==> src/rtl/multicycle_adder.sv <==
// ---------------------------------------------------------------------------
// multicycle_adder
//
// Ripple-style adder/subtractor that processes CHUNK bits per clock. A WIDTH-
// bit operation takes NCHUNK = WIDTH/CHUNK cycles in RUN, followed by a
// one-cycle DONE state that pulses `done`. Results (S, carry_out, overflow)
// update only when an operation completes and hold otherwise.
//
// Ports
//   clk        in   rising-edge clock
//   rst_n      in   asynchronous active-low reset
//   start      in   request a new operation (accepted in IDLE or DONE)
//   sub        in   0: A + B + carry_in, 1: A - B
//   A, B       in   WIDTH-bit operands, captured on an accepted start
//   carry_in   in   carry into bit 0 (add mode only)
//   busy       out  high while chunks are being processed
//   done       out  one-cycle pulse, result valid
//   S          out  WIDTH-bit result
//   carry_out  out  carry out of the MSB (sub: 1 = no borrow)
//   overflow   out  two's-complement signed overflow
// ---------------------------------------------------------------------------
module multicycle_adder #(
   parameter int WIDTH = 32,
   parameter int CHUNK = 4
) (
   input  logic             clk,
   input  logic             rst_n,
   input  logic             start,
   input  logic             sub,
   input  logic [WIDTH-1:0] A,
   input  logic [WIDTH-1:0] B,
   input  logic             carry_in,
   output logic             busy,
   output logic             done,
   output logic [WIDTH-1:0] S,
   output logic             carry_out,
   output logic             overflow
);

   localparam int NCHUNK = WIDTH / CHUNK;
   localparam int KW     = (NCHUNK > 1) ? $clog2(NCHUNK) : 1;
   localparam logic [KW-1:0] K_LAST = KW'(NCHUNK - 1);

   typedef enum logic [1:0] {
      IDLE = 2'd0,
      RUN  = 2'd1,
      DONE = 2'd2
   } state_t;

   // One chunk of the ripple: CHUNK-bit sum plus carry-out in the top bit.
   function automatic logic [CHUNK:0] chunk_add(input logic [CHUNK-1:0] a,
                                                input logic [CHUNK-1:0] b,
                                                input logic             c);
      return {1'b0, a} + {1'b0, b} + {{CHUNK{1'b0}}, c};
   endfunction

   state_t           state_q, state_nxt;
   logic [WIDTH-1:0] a_q, b_q, shadow_q, shadow_nxt;
   logic [KW-1:0]    k_q;
   logic             carry_q;
   logic [CHUNK-1:0] a_chunk, b_chunk;
   logic [CHUNK:0]   chunk_sum;
   logic             msb_cin;
   logic             last;
   logic             accept;

   assign accept = start && (state_q != RUN);
   assign last   = (k_q == K_LAST);

   // Select chunk k of each operand and merge its sum into the shadow result.
   always_comb begin
      a_chunk    = '0;
      b_chunk    = '0;
      for (int i = 0; i < NCHUNK; i++) begin
         if (k_q == KW'(i)) begin
            a_chunk = a_q[i*CHUNK +: CHUNK];
            b_chunk = b_q[i*CHUNK +: CHUNK];
         end
      end
      chunk_sum  = chunk_add(a_chunk, b_chunk, carry_q);
      shadow_nxt = shadow_q;
      for (int i = 0; i < NCHUNK; i++) begin
         if (k_q == KW'(i)) begin
            shadow_nxt[i*CHUNK +: CHUNK] = chunk_sum[CHUNK-1:0];
         end
      end
      // Carry into the top bit recovered from that bit's sum and inputs;
      // only meaningful while the last chunk is being processed.
      msb_cin = chunk_sum[CHUNK-1] ^ a_chunk[CHUNK-1] ^ b_chunk[CHUNK-1];
   end

   // FSM state register
   always_ff @(posedge clk or negedge rst_n) begin
      if (!rst_n) begin
         state_q <= IDLE;
      end else begin
         state_q <= state_nxt;
      end
   end

   // FSM next-state logic
   always_comb begin
      state_nxt = state_q;
      case (state_q)
         IDLE:    state_nxt = start ? RUN : IDLE;
         RUN:     state_nxt = last ? DONE : RUN;
         DONE:    state_nxt = start ? RUN : IDLE;
         default: state_nxt = IDLE;
      endcase
   end

   // FSM outputs
   always_comb begin
      busy = (state_q == RUN);
      done = (state_q == DONE);
   end

   // Operand capture, chunk processing and result publication
   always_ff @(posedge clk or negedge rst_n) begin
      if (!rst_n) begin
         a_q       <= '0;
         b_q       <= '0;
         shadow_q  <= '0;
         carry_q   <= 1'b0;
         k_q       <= '0;
         S         <= '0;
         carry_out <= 1'b0;
         overflow  <= 1'b0;
      end else if (accept) begin
         // Subtraction is A + ~B + 1: invert B once here, seed the carry.
         a_q      <= A;
         b_q      <= sub ? ~B : B;
         carry_q  <= sub ? 1'b1 : carry_in;
         k_q      <= '0;
         shadow_q <= '0;
      end else if (state_q == RUN) begin
         shadow_q <= shadow_nxt;
         carry_q  <= chunk_sum[CHUNK];
         k_q      <= last ? '0 : k_q + KW'(1);
         if (last) begin
            S         <= shadow_nxt;
            carry_out <= chunk_sum[CHUNK];
            overflow  <= msb_cin ^ chunk_sum[CHUNK];
         end
      end
   end

endmodule
==> config.mk <==
export PLATFORM = sky130hd
export DESIGN_NAME = multicycle_adder
export DESIGN_NICKNAME = d
export VERILOG_FILES = /design/src/rtl/multicycle_adder.sv
export SDC_FILE = /design/constraint.sdc
export NUM_CORES = 1
export LEC_CHECK = 0
export ABC_AREA = 1
export CORE_MARGIN = 2
export CORE_UTILIZATION = 58
export DETAILED_ROUTE_END_ITERATION = 8
export GPL_TIMING_DRIVEN = 0
export MAX_ROUTING_LAYER = met4
export PLACE_DENSITY = 0.86
export SLEW_MARGIN = 10
export SYNTH_ARGS = -nofsm -noshare
export SYNTH_HDL_FRONTEND = slang
export SYNTH_SLANG_ARGS = --single-unit
==> constraint.sdc <==
create_clock -name clk -period 5.26 [get_ports clk]
set_input_delay 0.526 -clock clk [delete_from_list [all_inputs] [get_ports clk]]
set_output_delay 0.526 -clock clk [all_outputs]
set_load 0.02 [all_outputs]
# Word level (Yosys, flattened, before mapping)
# Index checks and enable logic that the tools add are counted.
# totals
elab_cells	69
register_bits	136
output_inout_bits	36
# op_classes
eq_ne	10
n_bitwise	5
n_reduce_logical	6
addsub	3
mux	36
# ops
op	n
32-bit 2-to-1 mux	3
4-bit 2-to-1 mux	24
32-bit inverter	1
3-bit equality test (second input constant)	4
3-bit 2-to-1 mux	3
3-bit by 2-bit equality test with 1-bit output (second input constant)	2
4-bit by 4-bit adder with 5-bit output	1
5-bit by 1-bit adder with 5-bit output	1
1-bit 2-to-1 mux	4
2-bit case mux with 2 select lines	1
3-bit by 1-bit adder with 3-bit output (second input constant)	1
3-bit by 1-bit equality test with 1-bit output (second input constant)	1
3-bit logical NOT	1
3-bit AND reduction	1
1-bit bitwise XOR	3
2-bit by 1-bit equality test with 1-bit output (second input constant)	1
2-bit equality test (second input constant)	1
2-bit logical NOT	1
2-bit 2-to-1 mux	1
2-bit by 1-bit inequality test with 1-bit output (second input constant)	1
2-bit nonzero test	1
2-bit OR reduction	1
1-bit logical AND	1
1-bit inverter	1

# Depth between registers and ports, before layout
# depth
depth_word	14
depth_mapped	23
mapped_depth_nobuf	22

# Worst setup path after synthesis
# OpenSTA, ideal clock, no wires.
# synth_timing
path_type	register to register
from	reg k_q[0]
to	reg overflow
slack_ps	2195
t_required_ps	5143
stages_incl_launch_ff	21
arrival_ps	2948
path_buffers	2
cell_sequence	dfrtp_1 ha_1 ha_1 buf_2 inv_1 buf_2 o211ai_1 nand3_1 o211ai_1 nand3_1 a22oi_1 fa_1 inv_1 a21o_1 a21oi_1 or2_2 nand2_2 xnor2_1 nand3_1 nand3_1 nand2_1
# synth_via
elab_chain_cells	14
elab_cells_between_ends	30
# synth_rtl
element	line_no	text
from (decl)	59	logic [KW-1:0] k_q;
from (signal assigned)	139	k_q <= last ? '0 : k_q + KW'(1);
3-bit logical NOT	75	if (k_q == KW'(i)) begin
4-bit 2-to-1 mux (8 in series)	75	
4-bit by 4-bit adder with 5-bit output	54	return {1'b0, a} + {1'b0, b} + {{CHUNK{1'b0}}, c};
5-bit by 1-bit adder with 5-bit output	54	
1-bit bitwise XOR (2 in series)	89	msb_cin = chunk_sum[CHUNK-1] ^ a_chunk[CHUNK-1] ^ b_chunk[CHUNK-1];
1-bit bitwise XOR	143	overflow <= msb_cin ^ chunk_sum[CHUNK];
to (signal assigned)	143	
to (decl)	37	output logic overflow
# Parallel ways exist; a longest one is shown, timed or not.
# A chain may end at the register's enable or synchronous reset.

# Final worst setup path
# layout_timing
from	reg k_q[2]
to	reg shadow_q[18]
# layout_via
elab_chain_cells	14
elab_cells_between_ends	29
# layout_rtl
element	line_no	text
3-bit logical NOT	75	
4-bit 2-to-1 mux (8 in series)	75	
4-bit by 4-bit adder with 5-bit output	54	
5-bit by 1-bit adder with 5-bit output	54	
4-bit 2-to-1 mux *	83	if (k_q == KW'(i)) begin
32-bit 2-to-1 mux *	136	end else if (state_q == RUN) begin
32-bit 2-to-1 mux *	129	end else if (accept) begin
to (signal assigned)	137	shadow_q <= shadow_nxt;
to (decl)	58	logic [WIDTH-1:0] a_q, b_q, shadow_q, shadow_nxt;
# Mark *: on every way between the ends. The rest lies on a longest branch, timed or not. The select of a mux whose other input is x is not followed.

==> impl_metrics.json <==
{
  "cp-start-kind": "flip-flop",
  "vias": 5796,
  "worst_pin_slew_ps": 844,
  "ctsResizeCount": 0,
  "root_buffer": "clkbuf_8",
  "io_buffers": 103,
  "drtPass1Iterations": 5,
  "max_freq_ghz": 0.243,
  "cts_buffers": 17,
  "reg2reg_to": "shadow_q[18]",
  "cts_tree": "built",
  "p_total_mw": 6.01,
  "hold_viol": 0,
  "fillers": 745,
  "initial_core_util_pct": 58.9,
  "crit_fanout": 10,
  "grt_max_degree": 94,
  "htree_levels": 4,
  "peakVddDrop_mv": 0.451,
  "holdCritPathClass": "flip-flop to flip-flop",
  "worstSkewPairLatency_ps": 530,
  "yosysWarnings": 0,
  "r2r_start": "k_q[2]",
  "row_count": 38,
  "power_density_mw_per_mm2": 733,
  "critPathTopFamily": "compound AO/OA/AOI/OAI gates",
  "post_cts_buffers": 0,
  "drc": 0,
  "drive_gt1_share_pct": 8.19,
  "finalMaxSlewViolations": 0,
  "area_growth_pct": 29.5,
  "ys_types": 32,
  "critPathSlowestCell": "xor2_1",
  "gp_congestion": 0.922,
  "fp.dieW_um": 108,
  "period_minus_slack_ps": 4120,
  "crit_chain": "buf_6 -> inv_6 -> ha_1 -> buf_2 -> inv_1 -> buf_2 -> o211ai_1 -> nand3_1 -> o211ai_1 -> nand3_1 -> a22oi_1 -> fa_1 -> inv_1 -> fa_1 -> xor2_1 -> o21ai_0 -> o22ai_1",
  "antenna_left": 0,
  "gr-total-overflow": 0,
  "arrival_ps": 4550,
  "leakage_nw": 3.98,
  "rrSetupSlack_ps": 1140,
  "max_slew_margin_pct": 43.5,
  "ys_seq_area_share_pct": 52.2,
  "place_area_mm2": 0.00757,
  "synth_area_mm2": 0.00633,
  "grt_pass1_wl_um": 27300,
  "grt_pass1_vias": 5808,
  "nets": 959,
  "clk_pin_slew_ps": 60,
  "io_pins": 105,
  "ys_ff_latch": 132,
  "mostFrequentLayoutCells": "245 x nand2_1, 132 x dfrtp_1, 110 x o21ai_0",
  "fin_area_mm2": 0.00820,
  "mostFrequentLayoutCell": "nand2_1",
  "r2r.worst_path.cells": 17,
  "crit_type": "flip-flop to flip-flop",
  "cp.required_ps": 5690,
  "crit_buf_inv": 6,
  "num_antenna_cells": 0,
  "routedWlPerCell_um": 16.4,
  "avgSynthCellArea_um2": 8.39,
  "min_period_over_period_pct": 78.4,
  "cpPeakStageDelay_ps": 700,
  "antenna_found_initial": 0,
  "dp_hpwl_um": 11600,
  "hold_path_depth": 2,
  "critPathCaptureType": "flip-flop",
  "setup_viol": 0,
  "maxCapViolations": 0,
  "worstHoldStart": "a_q[29]",
  "drt-initial-drc-count": 522,
  "synth_cells": 755,
  "fin_skew_ps": 6.04,
  "status": "completed",
  "viasPerCell": 5.62,
  "die-area_mm2": 0.0118,
  "clockBufferDepth": 2,
  "holdPathEnd": "a_q[29]",
  "routed_wl_um": 16900,
  "synth_fp_nets": 835,
  "rsz0062_at_grt": "false",
  "die_h_um": 108,
  "track_usage_pct": 31.3,
  "clock-sinks": 132,
  "core_area_mm2": 0.0107
}
-- worst max-delay path by stage --
stage               depth (start not counted)      endpoint   start
floorplan                                  20      overflow  k_q[0]
global placement                            1       a_q[30]   rst_n
detailed placement                         17         S[10]  k_q[2]
global route                               17  shadow_q[18]  k_q[2]
CTS                                        17  shadow_q[18]  k_q[2]
finish                                     17  shadow_q[18]  k_q[2]
-- flip-flops by register name, indices dropped and copies added (netlist names) --
name and flops:
S 32, a_q 32, b_q 32, shadow_q 28, k_q 3, state_q 2
carry_out 1, carry_q 1, overflow 1
-- report_power, final --
part	switching (mW)	leakage, nW	internal (mW)
sequential	0.234	1.64	1.49
clock	0.430	0.309	0.813
combinational	1.98	2.03	1.06
-- metal layers --
metal,global-route usage (%),wire [um],vias up
li1,-,-,2673
met1,36.8,6620,2751
met2,52.7,8430,323
met3,5.24,1280,49
met4,14.2,548,0
met5,-,0,-
-- cell type report --
class	instances	area (um2)	area share, %
Buffer	41	191	2.34
Clock buffer	21	469	5.72
Clock inverter	10	153	1.86
Inverter	75	287	3.50
Multi-Input combinational cell	507	2550	31.1
Sequential cell	132	3300	40.3
Tap cell	140	175	2.14
Timing Repair Buffer	105	1070	13.0
-- worst reg2reg max path, delay by kind of cell, from the launching register on --
family | cells | cell delay [ps]
AOI/OAI and AO/OA | 5 | 1060
buffers and inverters | 6 | 900
adders and majority gates | 3 | 760
xor gates and xnor gates | 1 | 700
DFF | 1 | 400
and+or+nand+nor | 2 | 210
-- timing repair --
| item | in CTS | in global routing |
|---|---|---|
| hold buffers | 1 | 0 |
| endpoints found under the hold margin | 39 | 0 |
| endpoints found under the setup margin | 0 | 0 |
-- stage by stage --
step	util (%)	instances	hold WS, ps	setup TNS [ps]	setup slack [ps]
floorplan	-	755	230	0	2190
global placement	70.1	998	452	-158660	-1210
detailed placement	70.4	999	455	0	1250
CTS	76.3	1031	474	0	1210
global route	76.3	1031	491	0	909
finish	76.3	1031	469	0	1140
-- cell families after synthesis --
kind of cell	synth area share, %
and+or+nand+nor	18.6
AOI/OAI and AO/OA	14.6
buffers and inverters	7.55
xor gates and xnor gates	4.70
DFF	52.2
adders and majority gates	2.41
-- synthesized netlist by cell type (all sizes together) --
cell	instances	share of area [%]
inv	74	4.5
ha	9	1.8
or2	1	0.099
xnor2	16	2.2
dfrtp	132	52
clkbuf	21	1.2
xor2	18	2.5
a31oi	4	0.40
nor2	19	1.5
a21oi	9	0.71
a21o	1	0.12
o21ai	116	9.2
nor3	1	0.079
a22oi	3	0.51
nand2	253	15
buf	20	1.8
o22ai	30	3.0
o211ai	6	0.71
fa	2	0.63
clkinv	1	0.059
nand3	19	1.5
(Power assumes the default switching activity.)
